File: src/rtl/prog_lut_pkg.sv
// Shared types and constants for the programmable LUT evaluator.
package prog_lut_pkg;

    typedef enum logic [1:0] {
        IDLE  = 2'd0,
        LOAD  = 2'd1,
        SWEEP = 2'd2
    } lutState_t;

    // Truth-table width for an n-input function.
    function automatic int table_w(input int n);
        return 1 << n;
    endfunction

    // Golden tables, minterm 0 in the LSB.
    localparam logic [7:0]  EQ_AC_3 = 8'hB5;   // Y = A'C' + AC + AB'
    localparam logic [15:0] XNOR4   = 16'h9669; // 4-input even-ones

endpackage

File: src/rtl/prog_lut_loader.sv
// Serial truth-table loader: shadow register, bit counter and commit pulse.
module prog_lut_loader
    import prog_lut_pkg::*;
#(
    parameter  int N_IN    = 4,
    localparam int TABLE_W = table_w(N_IN)
) (
    input  logic               clk,
    input  logic               rst_n,
    input  logic               cfgValid,
    input  logic               cfgBit,
    input  logic               cfgReady,
    output logic [TABLE_W-1:0] newTable,
    output logic               commit,
    output logic               cfgDone
);

    logic [TABLE_W-1:0] shadow;
    logic [N_IN-1:0]    loadCnt;
    logic               handshake;

    assign handshake = cfgValid & cfgReady;
    assign commit    = handshake & (&loadCnt);

    // Complete table as it will look once the bit on the bus is stored,
    // so the last bit and the commit land on the same edge.
    always_comb begin
        newTable          = shadow;
        newTable[loadCnt] = cfgBit;
    end

    // Shadow write, counter advance and the registered commit pulse.
    always_ff @(posedge clk or negedge rst_n) begin
        if (!rst_n) begin
            shadow  <= '0;
            loadCnt <= '0;
            cfgDone <= 1'b0;
        end else begin
            cfgDone <= commit;
            if (handshake) begin
                shadow[loadCnt] <= cfgBit;
                loadCnt         <= commit ? '0 : loadCnt + N_IN'(1);
            end
        end
    end

endmodule

File: src/rtl/prog_lut_eval.sv
// Run-time programmable N-input Boolean function with serial load and sweep.
module prog_lut_eval
    import prog_lut_pkg::*;
#(
    parameter  int N_IN    = 4,
    localparam int TABLE_W = table_w(N_IN)
) (
    input  logic            clk,
    input  logic            rst_n,
    input  logic            cfg_valid,
    input  logic            cfg_bit,
    output logic            cfg_ready,
    output logic            cfg_done,
    input  logic [N_IN-1:0] in_vec,
    input  logic            in_valid,
    output logic            y,
    output logic            y_valid,
    input  logic            sweep_start,
    output logic            sweep_busy,
    output logic            sweep_valid,
    output logic [N_IN-1:0] sweep_idx,
    output logic            sweep_y,
    output logic            sweep_done
);

    lutState_t          state;
    logic [TABLE_W-1:0] activeTable;
    logic [TABLE_W-1:0] newTable;
    logic [N_IN-1:0]    sweepCnt;
    logic               commit;
    logic               handshake;
    logic               sweepLast;

    assign cfg_ready = (state != SWEEP);
    assign handshake = cfg_valid & cfg_ready;
    assign sweepLast = &sweepCnt;

    prog_lut_loader #(
        .N_IN(N_IN)
    ) uLoader (
        .clk      (clk),
        .rst_n    (rst_n),
        .cfgValid (cfg_valid),
        .cfgBit   (cfg_bit),
        .cfgReady (cfg_ready),
        .newTable (newTable),
        .commit   (commit),
        .cfgDone  (cfg_done)
    );

    // Control FSM, atomic table commit and sweep counter.
    always_ff @(posedge clk or negedge rst_n) begin
        if (!rst_n) begin
            state       <= IDLE;
            activeTable <= '0;
            sweepCnt    <= '0;
        end else begin
            case (state)
                IDLE: begin
                    if (handshake) begin
                        state <= LOAD;
                    end else if (sweep_start) begin
                        state    <= SWEEP;
                        sweepCnt <= '0;
                    end
                end
                LOAD: begin
                    if (commit) begin
                        state       <= IDLE;
                        activeTable <= newTable;
                    end
                end
                SWEEP: begin
                    if (sweepLast) begin
                        state    <= IDLE;
                        sweepCnt <= '0;
                    end else begin
                        sweepCnt <= sweepCnt + N_IN'(1);
                    end
                end
                default: state <= IDLE;
            endcase
        end
    end

    // Registered evaluation; frozen while a sweep owns the table.
    always_ff @(posedge clk or negedge rst_n) begin
        if (!rst_n) begin
            y       <= 1'b0;
            y_valid <= 1'b0;
        end else if (state != SWEEP) begin
            y       <= activeTable[in_vec];
            y_valid <= in_valid;
        end else begin
            y_valid <= 1'b0;
        end
    end

    // Sweep beats are decoded straight from state so a reset cuts them off at once.
    always_comb begin
        sweep_busy  = (state == SWEEP);
        sweep_valid = sweep_busy;
        sweep_idx   = sweepCnt;
        sweep_y     = sweep_busy & activeTable[sweepCnt];
        sweep_done  = sweep_busy & sweepLast;
    end

endmodule

File: config.mk
export PLATFORM = sky130hd
export DESIGN_NAME = prog_lut_eval
export DESIGN_NICKNAME = d
export VERILOG_FILES = /design/src/rtl/prog_lut_pkg.sv /design/src/rtl/prog_lut_loader.sv /design/src/rtl/prog_lut_eval.sv
export SDC_FILE = /design/constraint.sdc
export NUM_CORES = 1
export LEC_CHECK = 0
export ABC_AREA = 0
export ABC_CLOCK_PERIOD_IN_PS = 4700
export CAP_MARGIN = 10
export CORE_AREA = 2 2 66 68
export CTS_BUF_LIST = sky130_fd_sc_hd__clkbuf_16
export DETAILED_ROUTE_END_ITERATION = 6
export DIE_AREA = 0 0 68 70
export PLACE_DENSITY = 0.81
export SYNTH_ARGS = -nofsm -noshare
export SYNTH_HDL_FRONTEND = slang
export SYNTH_SLANG_ARGS = --single-unit
File: constraint.sdc
create_clock -name clk -period 4.7 [get_ports clk]
set_input_delay 1.41 -clock clk [delete_from_list [all_inputs] [get_ports clk]]
set_output_delay 1.41 -clock clk [all_outputs]
set_load 0.005 [all_outputs]
==> flow_summary.toml <==
[outcome]
outcome = "complete, no violations"

[floorplanning]
rows = 24
die_h_um = 70
die_area_um2 = 4760
start_util_pct = 57.0
ios = 22
horizontal_extent_of_the_die_um = 68
core_um2 = 4140

[grt]
antenna_found_initial = 0
globalRouteTotalUtil_pct = 21.5
pin_count_of_the_biggest_net_entering_global_routing = 45
grt_util_met3_pct = 4.99
gr-total-overflow = 0
gr-usage-met2_pct = 33.5
first_global_vias = 1606
global_route.usage.met1_pct = 29.5
globalRoute.busiestLayer = "met2"
grt_pass1_wl_um = 7730

[sta]
clock.fmax_mhz = 257
unrepaired_setup_endpoints_after_global_routing = "no"
report.final.hold_viol_count = 0
final.setup.tns_ps = 0
fin_ws_ps = 815
fin_hold_ws_ps = 488
period_needed_ps = 3880
layout_worst_path_cycle_share_pct = 82.6
timing_worst_slew_pin_value_ps = 973
relSlewSlack_pct = 35.1
timing.clock.skew_ps = 5.87
final_max_slew_viol_count = 0
setup-violations-final = 0

[route]
dr_total_vias = 1676
drt-wirelength-per-cell_um = 16.3
detail_route.iter0.violations = 112
firstDrtPassIters = 4
vias_per_cell = 5.94
routed_wirelength_um = 4590
drt.antenna.violating_nets = 0
drc_errors = 0

[worst_setup_path]
cp.arrival_ps = 2470
startpoint_type = "flop"
path_max_fanout = 10
critical_path_class = "reg2out"
setup.worst_path.end_class = "output port"
worst_endpoint_required_time_ps = 3290

[yosys]
post_synth.cell_area_avg_um2 = 10.6
synth-edff-count = 0
synth_top_area_share_pct = 46.6
synth_async_sr_flop_share_pct = 100
ys.flop_type = "sky130_fd_sc_hd__dfrtp_1"
synth_seq_area_share_pct = 46.6
synthDistinctLibCells = 30
synth.largest_area_cell = "sky130_fd_sc_hd__dfrtp_1"
syn-instance-count = 223
synth-seq-cells = 44
synth.cell_area_um2 = 2360
synth.net_count = 238
yosysWarnings = 0
synth.top_cells.by_area = "sky130_fd_sc_hd__dfrtp_1 47%, sky130_fd_sc_hd__mux2i_1 7.6%, sky130_fd_sc_hd__mux2_1 7.6%"

[place]
dpl_worst_slack_ps = 1110
placed_cell_area_um2 = 2540
gpl.final_weighted_congestion = 0.809
final_hpwl_dp_um = 3120
numPortBuffers = 21

[power_and_ir_drop]
leakagePower_nw = 1.23
p_sw_share_pct = 34.4
p_seq_share_pct = 46.1
power.internal_uw = 973
power.net_switching_uw = 509
power_density_relative_to_cell_area_nw_per_um2 = 555
p_clk_share_pct = 21.7
portion_of_total_power_attributed_to_combinational_logic_pct = 32.2
power.ir.vdd_worst_mv = 0.257

[clock_network]
postCtsSetupBuffers = 0
post_cts_gate_resize_count = 0
cts.hold.buffers_added = 0
cts.root.buffer_cell = "sky130_fd_sc_hd__clkbuf_16"
clock_tree.buffer_depth = 2
tritoncts_clock_tree = "built"
cts.htree.levels = 2
worstSkewPairLatency_ps = 280
cts.reportedPaths.clkPinSlew_ps = 60
cts_num_sinks = 44
cts_buffers = 5

[flow_run]
maxCapViolCount = 0

[finish]
final_net_count = 245
post-route-util_pct = 64.5
area.growth.synth_to_final_pct = 13.1
final_design_area_no_fill_um2 = 2670
antenna_cells = 0
post_route_cells_drive_above_1_share_pct = 6.96

[min_path]
hold_path_class = "reg2reg"
[registers in the layout, summed over array words and instances, names as in the netlist]
name and flops:
uLoader.loadCnt 4, y_valid 1, state 2, activeTable 16, y 1, sweep_idx 4, uLoader.shadow 15, uLoader.cfgDone 1
[placed cells by master (no fill, tap or decap), drive strengths merged, types with 5 or more instances in the layout]
cell            n
nor2            8
mux2           17
mux4            9
clkdlybuf4s50  20
ha              5
nand3          18
nand2          36
o21ai          23
dfrtp          44
mux2i          18
clkbuf          5
[power groups by stage]
stage	Sequential, mW	Combinational, mW	Clock, mW
after floorplan	0.613	0.397	0
after global placement	0.674	0.457	0
after detailed placement	0.687	0.474	0
after CTS	0.681	0.482	0.326
after global routing	0.706	0.535	0.347
final	0.684	0.478	0.321
[per-layer routing]
layer	vias up	wire [um]	share of wire, %
li1	796	-	-
met1	813	1940	42
met2	54	2290	50
met3	13	259	5.6
met4	0	98	2.1
met5	-	0	0
[path summary, 6_finish.rpt]
path / from / cells past startpoint / endpoint / slack (ps)
worst min-delay path: uLoader.shadow[1] / 1 / uLoader.shadow[1] / 490
max in group asynchronous: rst_n / 1 / activeTable[3] / 2810
min in group asynchronous: rst_n / 1 / activeTable[6] / 1290
worst min register to register: uLoader.shadow[1] / 1 / uLoader.shadow[1] / 490
worst max-delay path: sweep_idx[0] / 4 / sweep_y / 820
worst max register to register: uLoader.loadCnt[0] / 4 / activeTable[15] / 2360
[Yosys cell counts, types with 4 or more instances]
cell	instances
sky130_fd_sc_hd__ha_1	5
sky130_fd_sc_hd__nand2_1	36
sky130_fd_sc_hd__nand3_1	18
sky130_fd_sc_hd__mux2i_1	18
sky130_fd_sc_hd__dfrtp_1	44
sky130_fd_sc_hd__buf_2	4
sky130_fd_sc_hd__mux4_2	6
sky130_fd_sc_hd__nor2_1	8
sky130_fd_sc_hd__mux2_1	16
sky130_fd_sc_hd__o21ai_1	21
sky130_fd_sc_hd__nand4_1	4
sky130_fd_sc_hd__clkbuf_1	15
[metrics by stage]
stage | total power [mW] | cells
after CTS | 1.49 | 282
after global placement | 1.13 | 275
after global routing | 1.59 | 282
after detailed placement | 1.16 | 275
after floorplan | 1.01 | 223
final | 1.48 | 282
[area by class of cell]
type                       count  area [um2]
clock buffer                   5         125
sequential                    44        1100
tap                           52        65.1
inverter                       3        11.3
clock inverter                 2        8.76
timing repair buffer          21         205
multi-input combinational    155        1160
fill                         335        1470
[worst max-delay path, stage by stage, from the launching register on]
cell	delay, ps
sky130_fd_sc_hd__dfrtp_1	550
sky130_fd_sc_hd__mux4_1	600
sky130_fd_sc_hd__mux4_2	450
sky130_fd_sc_hd__and2_1	160
sky130_fd_sc_hd__clkdlybuf4s50_1	430
[kinds of logic (layout without fill, tap and decap cells)]
family                     count (synthesis)  after routing  share of synthesized area [%]
xor gates and xnor gates                   1              1                          0.371
adders and majority gates                  5              5                           2.65
and+or+nand+nor                           75             75                           14.2
AOI/OAI and AO/OA                         30             30                           6.94
buffers and inverters                     24             31                           4.50
muxes                                     44             44                           24.8
DFF                                       44             44                           46.6
(Power assumes the default switching activity.)
==> variant, RTL diff (same settings) <==
Re-encode `lutState_t` (3 states) as one-hot, 3 bits wide.
--- a/src/rtl/prog_lut_pkg.sv
+++ b/src/rtl/prog_lut_pkg.sv
@@ -1,10 +1,10 @@
 // Shared types and constants for the programmable LUT evaluator.
 package prog_lut_pkg;
 
-    typedef enum logic [1:0] {
-        IDLE  = 2'd0,
-        LOAD  = 2'd1,
-        SWEEP = 2'd2
+    typedef enum logic [2:0] {
+        IDLE  = 3'b001,
+        LOAD  = 3'b010,
+        SWEEP = 3'b100
     } lutState_t;
 
     // Truth-table width for an n-input function.
Behaviour: same outputs for any inputs over 10 cycles, from zero or initial values and one cycle with rst_n low; not proved beyond that.
==> variant against the unedited design <==
Die area stayed put; final area is 3.6% higher; first-iteration DRC count is 0.89% higher; total power is 5.7% lower; sequential cell count is 1 higher; routed wire length is 2.5% higher; setup slack worse by 0.0088 ns; non-clock buffer count stayed put; clock skew hardly changed; synthesized area is 4.1% higher; maximum frequency is 0.23% lower; critical path type unchanged; largest cell class unchanged.
==> variant: results (changes against the unedited design) <==
status = finished, final reports clean
Netlist cell types = 39 (+30%)
peak supply drop = 0.000267 V (+4.2%)
fillers = 320 (-4.5%)
Static Leak = 0.00127 uW (+3.0%)
post-synthesis sequential area ratio = 45.8% (-0.76 points)
Post-synth top cells = dfrtp_1 (44), nand2_1 (41), o21ai_0 (22)
hold endpoint = y
HP Start = y
routability congestion estimate = 0.884 (+9.2%)
Mapped Cells = 237 (+6.3%)
sw power = 474 uW (-6.9%)
Routed met1 length = 2090 um (+7.4%)
Synth area leaders = dfrtp_1 (45%), mux2i_1 (7.3%), mux2_2 (7.3%), nand2_1 (6.3%), o21ai_0 (4.5%)
first-pass GRT wire length = 8020 um (+3.7%)
R2R Setup Slk = 2.30 ns (-0.06 ns)
RR Startpoint = uLoader.loadCnt[1]
top flop regs = activeTable x16, uLoader.shadow x15
Clock Skews = 0.00550 ns (-0.000361 ns)
xor-xnor portion of the synthesized cell area = 0.356% (-0.015 points)
Cells on Worst Hold Path = 2 (+1)
routed wl met2 = 2330 um (+2.0%)
placed cell count = 289 (+5.1%)
vias in the first global route = 1708 (+6.4%)
R2R cell count = 4 (unchanged)
relative slew slack = 33.6% (-1.6 points)
met3 wire length = 187 um (-28%)
largest net degree at the start of global routing = 46 (+2.2%)
Post-Synth Adder-Cell Area = 2.54% (-0.10 points)
Vias/cell = 5.84 (-1.8%)
Iter 0 DRT Violations = 113 (+0.89%)
detailed placement HPWL = 3220 um (+3.4%)
post-synthesis compound-gate area fraction = 7.83% (+0.90 points)
Inserted Clock Buffers = 5 (unchanged)
GRT Resource Usage Total = 22.7% (+1.2 points)
post-synthesis mux area share = 22.1% (-2.6 points)
Syn Nets = 252 (+5.9%)
fraction of layout cells with a size suffix above 1 = 12.2% (+5.3 points)
DRT Wirelength = 4710 um (+2.5%)
nets = 259 (+5.7%)
WL per Instance = 15.8 um (-2.7%)
variant: cell count changes after synthesis, moves of 3 or more:
cell      change
mux4_2        -3
clkbuf_1      -4
a21oi_1       +4
nand2_1       +5
nor2_1        -3
o21ai_0      +20
clkbuf_2      +3
mux2_2       +15
mux2_1       -15
o21ai_1      -20
variant: critical path: stages, from the launching register on:
cell and delay, ns:
dfrtp_1 0.55, mux4_1 0.60, mux4_2 0.46, and2_1 0.16, clkdlybuf4s50_1 0.43
variant: kinds of logic after synthesis:
logic type / Yosys count
compound gates: 35
xor+xnor: 1
fa+ha+maj: 5
buf+inv: 25
flops: 45
mux: 42
simple gates: 84
variant: final cells by class:
type	instances	area (um2)	share of cell area [%]
flip-flops and latches	45	1130	40.7
multi-input cells	167	1220	44.0
repair buffers	21	205	7.41
inverters	4	15.0	0.542
clock buffers	5	125	4.52
clock inverters	3	12.5	0.452
well taps	52	65.1	2.35
variant: power groups by stage:
stage | combinational [uW] | sequential (uW) | clock [uW]
CTS | 460 | 609 | 338
detailed placement | 455 | 615 | 0
global route | 508 | 627 | 352
global placement | 441 | 609 | 0
finish | 458 | 612 | 329
floorplan | 369 | 577 | 0
variant: metrics by stage:
stage	hold WS (ns)	setup WS [ns]	area (um2)
after floorplan	0.458	1.63	2460
after global placement	0.467	1.16	2630
after detailed placement	0.469	1.11	2630
after CTS	0.483	0.805	2770
after global routing	0.501	0.688	2770
final	0.477	0.807	2770
variant: routing by layer:
| metal | vias up | GRT usage, % |
|---|---|---|
| met1 | 831 | 29.7 |
| met3 | 9 | 4.83 |
| li1 | 854 | - |
| met5 | - | 0 |
| met4 | 0 | 8.00 |
| met2 | 40 | 36.8 |
